`src/rtl/imm_ext_pipe.sv`:
```
// Mode-selectable immediate extender feeding a 2-entry elastic buffer with tag sideband and flush.
// Latency 1 cycle from push to out_*; no combinational path from in_* to out_*.
// in_ready = (count != 2); it is independent of out_ready; flush drops buffered items and any same-cycle push.
module imm_ext_pipe #(
  parameter int IN_W  = 16,
  parameter int OUT_W = 32,  // must satisfy OUT_W >= IN_W + 2
  parameter int TAG_W = 8
) (
  input  logic             clk,
  input  logic             rst_n,
  input  logic             flush,
  input  logic             in_valid,
  output logic             in_ready,
  input  logic [IN_W-1:0]  in_imm,
  input  logic [2:0]       in_mode,
  input  logic [TAG_W-1:0] in_tag,
  output logic             out_valid,
  input  logic             out_ready,
  output logic [OUT_W-1:0] out_imm,
  output logic [TAG_W-1:0] out_tag,
  output logic             out_err
);

  localparam int EXT_W = OUT_W - IN_W;

  logic [OUT_W-1:0] imm_mem [2];
  logic [TAG_W-1:0] tag_mem [2];
  logic             err_mem [2];

  logic       head;
  logic       tail;
  logic [1:0] count;

  logic             push;
  logic             pop;
  logic             rd_idx;
  logic [OUT_W-1:0] sign_ext;
  logic [OUT_W-1:0] ext_imm;
  logic             ext_err;

  // Extend the incoming immediate according to its mode; illegal modes fall back to ZERO and flag err.
  always_comb begin
    sign_ext = {{EXT_W{in_imm[IN_W-1]}}, in_imm};
    ext_imm  = {{EXT_W{1'b0}}, in_imm};
    ext_err  = 1'b0;
    case (in_mode)
      3'b000:  ext_imm = {{EXT_W{1'b0}}, in_imm};
      3'b001:  ext_imm = sign_ext;
      3'b010:  ext_imm = {in_imm, {EXT_W{1'b0}}};
      3'b011:  ext_imm = {sign_ext[OUT_W-3:0], 2'b00};
      3'b100:  ext_imm = {{EXT_W{1'b1}}, in_imm};
      default: ext_err = 1'b1;
    endcase
  end

  assign in_ready  = (count != 2'd2);
  assign out_valid = (count != 2'd0);
  assign push      = in_valid && in_ready;
  assign pop       = out_valid && out_ready;

  // An empty buffer presents entry 0 so outputs are deterministic (zero after reset).
  assign rd_idx  = out_valid ? head : 1'b0;
  assign out_imm = imm_mem[rd_idx];
  assign out_tag = tag_mem[rd_idx];
  assign out_err = err_mem[rd_idx];

  // Storage write: cleared only by reset; flush leaves contents in place and just blocks the write.
  always_ff @(posedge clk or negedge rst_n) begin
    if (!rst_n) begin
      for (int i = 0; i < 2; i++) begin
        imm_mem[i] <= '0;
        tag_mem[i] <= '0;
        err_mem[i] <= 1'b0;
      end
    end else if (push && !flush) begin
      imm_mem[tail] <= ext_imm;
      tag_mem[tail] <= in_tag;
      err_mem[tail] <= ext_err;
    end
  end

  // Pointer and occupancy update; flush wins over push and pop and realigns pointers to entry 0.
  always_ff @(posedge clk or negedge rst_n) begin
    if (!rst_n) begin
      head  <= 1'b0;
      tail  <= 1'b0;
      count <= 2'd0;
    end else if (flush) begin
      head  <= 1'b0;
      tail  <= 1'b0;
      count <= 2'd0;
    end else begin
      if (push) tail <= ~tail;
      if (pop)  head <= ~head;
      case ({push, pop})
        2'b10:   count <= count + 2'd1;
        2'b01:   count <= count - 2'd1;
        default: count <= count;
      endcase
    end
  end

endmodule

```
`config.mk`:
```
export PLATFORM = sky130hd
export DESIGN_NAME = imm_ext_pipe
export DESIGN_NICKNAME = d
export VERILOG_FILES = /design/src/rtl/imm_ext_pipe.sv
export SDC_FILE = /design/constraint.sdc
export NUM_CORES = 1
export LEC_CHECK = 0
export CAP_MARGIN = 10
export CORE_MARGIN = 3
export CORE_UTILIZATION = 57
export CTS_CLUSTER_SIZE = 20
export DETAILED_ROUTE_END_ITERATION = 7
export PLACE_DENSITY = 0.85
export SYNTH_ARGS = -nofsm -noshare
export SYNTH_HDL_FRONTEND = slang
export SYNTH_SLANG_ARGS = --single-unit
```
`constraint.sdc`:
```
create_clock -name clk -period 2.52 [get_ports clk]
set_input_delay 0.252 -clock clk [delete_from_list [all_inputs] [get_ports clk]]
set_output_delay 0.252 -clock clk [all_outputs]
set_load 0.05 [all_outputs]
```
==> results of run 1 <==
layout by cell type, fill, tap and decap left out, drive strengths merged, types with 4 or more instances in the layout:
master	Yosys	routed
mux2	120	120
dfrtp	86	86
buf	21	44
clkdlybuf4s50	0	32
inv	19	20
mux2i	18	18
o211ai	16	16
nand2	15	15
clkbuf	1	12
dlymetal6s2s	0	8
o21ai	6	6
a21oi	4	4
routing by layer:
layer	vias to the layer above	GRT usage, %	part of all wire [%]
li1	1303	-	-
met1	1391	30.6	45
met2	69	35.4	47
met3	12	6.36	6.5
met4	0	7.20	1.6
met5	-	0	0
registers in the layout, summed over array words and instances (netlist names):
register / cells
tail: 1
tag_mem: 16
imm_mem: 64
err_mem: 2
count: 2
head: 1
Yosys cell counts, types with 2 or more instances:
master,number
o21ai_0,4
buf_6,9
mux2i_1,18
or3b_1,2
o21ai_1,2
inv_2,2
mux2_1,2
or2_2,2
dfrtp_1,86
a21oi_1,4
nand2b_1,2
mux2_2,118
nand2_1,15
nor2_1,3
buf_4,3
inv_1,17
o211ai_1,11
nand3b_1,2
o211ai_2,5
buf_2,8
through the flow:
stage	power (mW)	setup slack (ns)	instance area [um^2]	hold WS [ns]	util (%)
after floorplan	3.03	0.393	4350	-0.0436	-
after global placement	3.45	0.412	5070	0.272	69.2
after detailed placement	3.50	0.390	5070	0.280	69.2
after CTS	4.60	0.00582	5320	0.448	72.5
after global routing	4.80	0.0277	5340	0.470	72.8
final	4.56	0.162	5340	0.428	72.8
worst register-to-register path, cell delays in order, from the launching register on:
cell and delay, ns:
dfrtp_1 0.48, nor2b_2 0.32, inv_2 0.10, nand4b_4 0.28, buf_12 0.25, mux2_2 0.37
kinds of logic (layout without fill, tap and decap cells):
| family | after synthesis | count (layout) | share of synthesized area, % |
|---|---|---|---|
| multiplexers | 138 | 138 | 35.2 |
| flip-flops | 86 | 86 | 49.4 |
| buffers and inverters | 41 | 120 | 5.57 |
| AND/OR/NAND/NOR | 34 | 34 | 4.97 |
| AO/OA/AOI/OAI | 27 | 27 | 4.66 |
| XOR/XNOR | 1 | 1 | 0.201 |
power groups by stage:
| stage | sequential [mW] | clock [mW] | combinational, mW |
|---|---|---|---|
| final | 1.88 | 1.10 | 1.58 |
| after CTS | 1.88 | 1.11 | 1.60 |
| after global routing | 1.93 | 1.19 | 1.68 |
| after detailed placement | 1.91 | 0 | 1.59 |
| after floorplan | 1.84 | 0 | 1.18 |
| after global placement | 1.89 | 0 | 1.56 |
cell type report:
cell class | count | area, um^2
clock inverter | 4 | 77.6
clock buffer | 12 | 155
multi-input combinational | 200 | 1970
sequential | 86 | 2150
timing repair buffer | 85 | 790
inverter | 19 | 71.3
fill | 501 | 1990
tap | 99 | 124
worst min-delay path by stage:
stage	from	to	slack (ns)	cells after the start
after floorplan	rst_n	count[0]	-0.04	0
after global routing	rst_n	imm_mem[11]	0.47	2
after global placement	rst_n	imm_mem[43]	0.27	1
after detailed placement	rst_n	imm_mem[11]	0.28	1
final	rst_n	imm_mem[11]	0.43	2
after CTS	rst_n	imm_mem[11]	0.45	2
what timing repair did:
action	in CTS	in global routing
hold buffers	1	0
resized for setup	0	9
endpoints found under the hold margin	41	0
endpoints found under the setup margin	0	40
==> reports/qor.txt, run 1 <==
Worst path max stage delay: 0.47 ns
Crit start category: register
Comb pwr share: 34.7%
Slew @ Worst Pin: 0.588 ns
Top Ports: 75
Final Setup Violations: 0
Via-per-instance ratio: 5.50
R2R Path End: tag_mem[5]
Mapped Cells: 327
Final Cycle Share: 93.6%
Setup Skew: 0.00712 ns
Sequential fraction of the synthesis area: 49.4%
Antenna violations before repair: 0
Global-route wire length before repair: 15.1 mm
R2R depth: 5
Drt drc: 0
H-tree levels: 3
Final Hold Viols: 0
Dpl hpwl: 6.40 mm
Outcome: completed
DRT iter0 DRCs: 80
Power Internal: 3.00 mW
Reg2reg start: count[1]
Max_slew headroom: 60.8%
Routed WL: 9.01 mm
Num rows: 31
Ys async rst share: 100%
Yosys reg bits: 86
Die Ht: 93.4 um
Yosys cell types: 32
CP endpoint kind: primary output
Unrepaired setup endpoints after global routing: no
Top post-synthesis cells by area: dfrtp_1 49%, mux2_2 31%, mux2i_1 4.1%, buf_6 2.3%, o211ai_1 1.9%
Die area: 8720 um^2
CP required: 2.27 ns
Tot GR Track Use: 22.6%
Antenna cells: 0
Top_reg_cell synth: dfrtp_1
Fin nets: 433
WL/cell: 17.8 um
Setup TNS Final: 0 ns
Cell Chain, Critical Path: o21ai_4, buf_6, mux2_2, buf_4
Final Max Tran Viols: 0
Clock Tree Root: clkbuf_8
First-pass iteration count of the detailed router: 4
Area growth syn-to-layout: 22.6%
Layout cell share with drive strength beyond 1: 46.8%
Pin count of the biggest net entering global routing: 45
Critical Path Stages: 4
Worst skew pair latency: 0.35 ns
Final Non-Filler Cells: 505
Crit path max-delay family: buffers and inverters
Power share of the clock group: 24.1%
Starting density of the core: 59.4%
Clock Pin Slew Worst Setup and Hold Paths: 0.08 ns
Total CTS buffers: 9
Crit path to: out_imm[1]
Core area: 7330 um^2
Max cap viols: 0
Worst reg2reg setup slack: 0.60 ns
Top-area cell type share of the netlist area: 49.4%
CTS tree: done
Mapped cell area: 4350 um^2
Sw Pwr: 1.56 mW
Sw Ratio: 34.2%
Gpl congestion: 0.776
Critical Path AT: 2.11 ns
Global route total overflow: 0
VDD IR max: 0.444 mV
Largest area contributor in the netlist: dfrtp_1
Buffers plus inverters on the worst setup path: 2
Post-synth EDFFs: 0
PortBufs: 74
Fmax: 424 MHz
Cells after DPL: 488
CP Max Fanout: 34
Synth Net Count: 359
Number of setup buffers added after CTS: 0
Pleak: 2.53 nW
Longest Clk Path Bufs: 2
Worst Hold Class: in -> async
Sink Count: 86
Vias in the first global route: 2947
Via count: 2775
Critical path class: reg -> out
Fin crit period: 2.36 ns
Critical-path cell with the highest stage delay: dfrtp_1
Warnings from Yosys: 0
Mapped Avg Cell Area: 13.3 um^2
Pwr Density: 854 nW/um^2
Part of the power in registers: 41.2%
DIE WIDTH: 93.4 um
Post-route ant nets: 0
Crit. Startpoint: count[1]
Power figures use the tool's default switching activity.
==> run 2, diff against run 1 <==
--- a/config.mk
+++ b/config.mk
@@ -6,11 +6,12 @@
 export NUM_CORES = 1
 export LEC_CHECK = 0
 export CAP_MARGIN = 10
-export CORE_MARGIN = 3
+export CORE_MARGIN = 8
 export CORE_UTILIZATION = 57
 export CTS_CLUSTER_SIZE = 20
 export DETAILED_ROUTE_END_ITERATION = 7
 export PLACE_DENSITY = 0.85
+export SKIP_LAST_GASP = 1
 export SYNTH_ARGS = -nofsm -noshare
 export SYNTH_HDL_FRONTEND = slang
 export SYNTH_SLANG_ARGS = --single-unit
==> run 2 against run 1 <==
Net effect: clock power down 13%; design area down 0.52%; register-to-register slack better by 0.07 ns; total power down 3.1%; via count down 0.18%; routed wire length up 0.65%; combinational power about the same; sequential share of layout area up 0.21 points; final cell count up 0.40%; clock skew up 0.0029 ns; sequential power about the same; critical endpoint is now out_imm[8]; largest cell class unchanged.
==> reports/qor.txt, run 2 (synthesized netlist as in run 1, its figures left out) <==
Outcome: completed
Antenna cells: 0
Worst skew pair latency: 0.34 ns
Final Setup Violations: 0
Unrepaired setup endpoints after global routing: no
Core area: 7570 um^2
Setup Skew: 0.00998 ns
VDD IR max: 0.456 mV
Starting density of the core: 57.5%
R2R depth: 5
Layout cell share with drive strength beyond 1: 46.7%
Die Ht: 103 um
Final Max Tran Viols: 0
Final Power: 4.42 mW
Global-route wire length before repair: 14.8 mm
DRT iter0 DRCs: 86
Crit start category: register
Num rows: 32
Tot GR Track Use: 18.2%
Final instance area: 5310 um^2
CP required: 2.27 ns
Final Cycle Share: 94.0%
R2R Path End: imm_mem[17]
CP Max Fanout: 34
Post-route ant nets: 0
Dpl hpwl: 6.67 mm
Power share of the clock group: 21.7%
Reg2reg start: count[1]
Top Ports: 75
Setup TNS Final: 0 ns
Fin crit period: 2.37 ns
H-tree levels: 3
Gpl congestion: 0.884
Cells after DPL: 490
Pleak: 2.50 nW
Post-Place Worst Slack: 0.367 ns
CTS tree: done
First-pass iteration count of the detailed router: 4
Top reg by flops: imm_mem
Antenna violations before repair: 0
Max cap viols: 0
Critical path class: reg -> out
Fmax: 422 MHz
Routed WL: 9.07 mm
Commonest non-fill, non-tap cell in the layout: mux2_2
Via count: 2770
WL met1: 3.73 mm
Longest Clk Path Bufs: 2
PortBufs: 74
Area growth syn-to-layout: 22.0%
Drt drc: 0
Fin nets: 432
Pwr Density: 832 nW/um^2
WL met2: 4.51 mm
Via-per-instance ratio: 5.46
Placed inst area: 5080 um^2
DIE WIDTH: 103 um
Final Non-Filler Cells: 507
Global route total overflow: 0
Top layer in use: met4
Sink Count: 86
Fillers: 535
Number of setup buffers added after CTS: 0
Total CTS buffers: 9
Top Registers: imm_mem x64, tag_mem x16
Worst reg2reg setup slack: 0.67 ns
Die area: 10700 um^2
Max_slew headroom: 62.2%
Clock Tree Root: clkbuf_8
Clock Pin Slew Worst Setup and Hold Paths: 0.08 ns
Vias in the first global route: 3035
Most frequent cells in the layout: 118 x mux2_2, 86 x dfrtp_1, 39 x buf_4
Critical Path AT: 2.12 ns
Pin count of the biggest net entering global routing: 45
WL/cell: 17.9 um
Part of the power in registers: 42.5%
Worst Hold Class: in -> async
Power Internal: 2.87 mW
Comb pwr share: 35.8%
Met3 Wirelength: 709 um
CP endpoint kind: primary output
Sw Pwr: 1.55 mW
Sw Ratio: 35.1%
Final Hold Viols: 0
Final worst slack: 0.150 ns
Slew @ Worst Pin: 0.567 ns
Max FFs per register: 64
## run 2: stage by stage
stage	hold WS, ns	utilization, %
2_1_floorplan	-0.0436	-
3_3_place_gp	0.273	67.2
3_5_place_dp	0.279	67.2
4_1_cts	0.447	69.9
5_1_grt	0.474	70.2
6_report	0.431	70.2
## run 2: layout make-up
cell class                      count  area [um^2]  share of cell area (%)
Clock buffer                       11          141                    2.66
Inverter                           19         71.3                    1.34
Tap cell                          102          128                    2.40
Clock inverter                      5         58.8                    1.11
Sequential cell                    86         2150                    40.5
Timing Repair Buffer               84          791                    14.9
Multi-Input combinational cell    200         1970                    37.1
## run 2: how the worst max path moves through the flow
stage / end / slack [ns] / startpoint / depth (start not counted)
6_report: out_imm[8] / 0.15 / count[0] / 4
3_5_place_dp: imm_mem[54] / 0.37 / in_mode[0] / 5
3_3_place_gp: out_tag[3] / 0.39 / count[1] / 3
5_1_grt: out_imm[8] / 0.05 / count[1] / 4
2_1_floorplan: out_err / 0.39 / count[1] / 4
4_1_cts: out_tag[3] / 0.0003 / count[0] / 3
## run 2: repair_timing
action,CTS,global route
setup endpoints to repair,1,39
hold endpoints to repair,42,0
pin swaps,0,0
gates resized for setup,1,8
hold buffers,1,0
## run 2: power groups by stage
| stage | Clock [mW] | Sequential (mW) | Combinational [mW] |
|---|---|---|---|
| global route | 1.03 | 1.92 | 1.68 |
| floorplan | 0 | 1.84 | 1.18 |
| CTS | 0.988 | 1.88 | 1.61 |
| detailed placement | 0 | 1.91 | 1.60 |
| global placement | 0 | 1.89 | 1.57 |
| finish | 0.958 | 1.88 | 1.58 |
## run 2: per-layer routing
metal / track usage (%) / vias to the layer above
met1: 22.0 / 1383
met2: 30.3 / 74
met5: 0 / -
met4: 6.67 / 0
li1: - / 1303
met3: 5.09 / 10
## run 2: worst max-delay path, cell delays in order, from the launching register on
cell,delay [ns]
dfrtp_1,0.48
o21ai_4,0.33
buf_6,0.37
mux2_2,0.39
buf_4,0.19
==> run 3, diff against run 2 <==
--- a/config.mk
+++ b/config.mk
@@ -10,6 +10,7 @@
 export CORE_UTILIZATION = 57
 export CTS_CLUSTER_SIZE = 20
 export DETAILED_ROUTE_END_ITERATION = 7
+export MAX_ROUTING_LAYER = met4
 export PLACE_DENSITY = 0.85
 export SKIP_LAST_GASP = 1
 export SYNTH_ARGS = -nofsm -noshare
==> run 3 against run 2 <==
Net effect: largest power group unchanged; worst setup slack got worse by 0.0057 ns; sequential cell count is the same; global-route usage rose by 0.54 points; via count hardly changed; critical path type unchanged; clock power hardly changed; first-iteration DRC count is 15% lower; combinational power about the same; utilization did not move; total power hardly changed; sequential power about the same.
==> reports/qor.txt, run 3 (synthesized netlist as in run 1, its figures left out) <==
Outcome: completed
Critical path class: reg -> out
Fin nets: 432
Num rows: 32
CTS tree: done
Number of setup buffers added after CTS: 0
First-pass iteration count of the detailed router: 4
Crit path max-delay family: buffers and inverters
Unrepaired setup endpoints after global routing: no
Setup TNS Final: 0 ns
Final Max Tran Viols: 0
Placed inst area: 5080 um^2
Worst reg2reg setup slack: 0.66 ns
VDD IR max: 0.456 mV
Vias in the first global route: 3039
Post-route ant nets: 0
Tot GR Track Use: 18.7%
Pwr Density: 833 nW/um^2
Reg2reg start: count[1]
Slew @ Worst Pin: 0.567 ns
Clock Tree Root: clkbuf_8
Max_slew headroom: 62.2%
CP endpoint kind: primary output
Top Registers: imm_mem x64, tag_mem x16
Dpl hpwl: 6.67 mm
Starting density of the core: 57.5%
Core area: 7570 um^2
Commonest non-fill, non-tap cell in the layout: mux2_2
Cell Chain, Critical Path: o21ai_4, buf_6, mux2_2, buf_4
WL/cell: 17.9 um
R2R Path End: imm_mem[0]
Gpl congestion: 0.899
Top Ports: 75
Final Setup Violations: 0
Pin count of the biggest net entering global routing: 45
DRT iter0 DRCs: 73
Max cap viols: 0
Max FFs per register: 64
Total CTS buffers: 9
CP required: 2.27 ns
Area growth syn-to-layout: 22.0%
H-tree levels: 3
Drt drc: 0
Critical Path AT: 2.12 ns
Final Hold Viols: 0
Worst path max stage delay: 0.48 ns
Layout cell share with drive strength beyond 1: 46.7%
Global-route wire length before repair: 14.8 mm
Worst skew pair latency: 0.34 ns
Fin crit period: 2.38 ns
Worst Hold Class: in -> async
Most frequent cells in the layout: 118 x mux2_2, 86 x dfrtp_1, 39 x buf_4
Setup Skew: 0.00981 ns
Crit start category: register
Top reg by flops: imm_mem
Sink Count: 86
Antenna cells: 0
Via count: 2768
Pleak: 2.50 nW
R2R depth: 5
Die Ht: 103 um
Die area: 10700 um^2
Final instance area: 5310 um^2
Critical-path cell with the highest stage delay: dfrtp_1
Via-per-instance ratio: 5.46
Global route total overflow: 0
Antenna violations before repair: 0
CP Max Fanout: 34
DIE WIDTH: 103 um
Routed WL: 9.08 mm
PortBufs: 74
Hold Slack: 0.435 ns
Buffers plus inverters on the worst setup path: 2
Final Cycle Share: 94.3%
Clock Pin Slew Worst Setup and Hold Paths: 0.08 ns
Longest Clk Path Bufs: 2
Fmax: 421 MHz
Final Power: 4.42 mW
-- run 3: worst max-delay path by stage --
| stage | start | to | depth (start not counted) |
|---|---|---|---|
| 6_report | count[0] | out_imm[16] | 4 |
| 5_1_grt | count[1] | out_imm[8] | 4 |
| 4_1_cts | count[0] | out_tag[3] | 3 |
| 3_5_place_dp | in_mode[0] | imm_mem[54] | 5 |
| 3_3_place_gp | count[1] | out_tag[3] | 3 |
| 2_1_floorplan | count[1] | out_err | 4 |
-- run 3: metal layers --
| layer | vias to the layer above | wire [um] | GRT usage [%] |
|---|---|---|---|
| li1 | 1300 | - | - |
| met1 | 1387 | 3890 | 22.5 |
| met2 | 71 | 4470 | 30.3 |
| met3 | 10 | 600 | 4.35 |
| met4 | 0 | 126 | 6.67 |
| met5 | - | 0 | - |
-- run 3: final cells by class --
cell class	instances	area (um^2)
Multi-Input combinational cell	200	1970
Clock inverter	5	58.8
Sequential cell	86	2150
Inverter	19	71.3
Clock buffer	11	141
Tap cell	102	128
Timing Repair Buffer	84	791
Fill cell	535	2250
-- run 3: per-stage QoR --
| step | worst slack (ns) | utilization [%] | std cells |
|---|---|---|---|
| CTS | 0.000342 | 69.9 | 507 |
| floorplan | 0.393 | - | 327 |
| detailed placement | 0.367 | 67.2 | 490 |
| finish | 0.145 | 70.2 | 507 |
| global route | 0.0458 | 70.2 | 507 |
| global placement | 0.394 | 67.2 | 490 |
-- run 3: repair_timing --
action | 4_1_cts | 5_1_grt
hold endpoints to repair | 42 | 0
gates resized for setup | 1 | 8
hold buffers | 1 | 0
endpoints found under the setup margin | 1 | 39
-- run 3: worst reg2reg max path, cell delays in order (launching register included) --
cell and delay (ns):
dfrtp_1 0.48, nor2b_2 0.33, inv_2 0.10, nand4b_4 0.20, buf_12 0.25, mux2_2 0.39
-- run 3: power by group --
part / internal [mW] / switching [mW] / leakage [nW] / total, mW
clock: 0.486 / 0.472 / 0.0955 / 0.957
sequential: 1.71 / 0.167 / 1.07 / 1.88
combinational: 0.670 / 0.916 / 1.33 / 1.59
total: 2.87 / 1.56 / 2.50 / 4.42
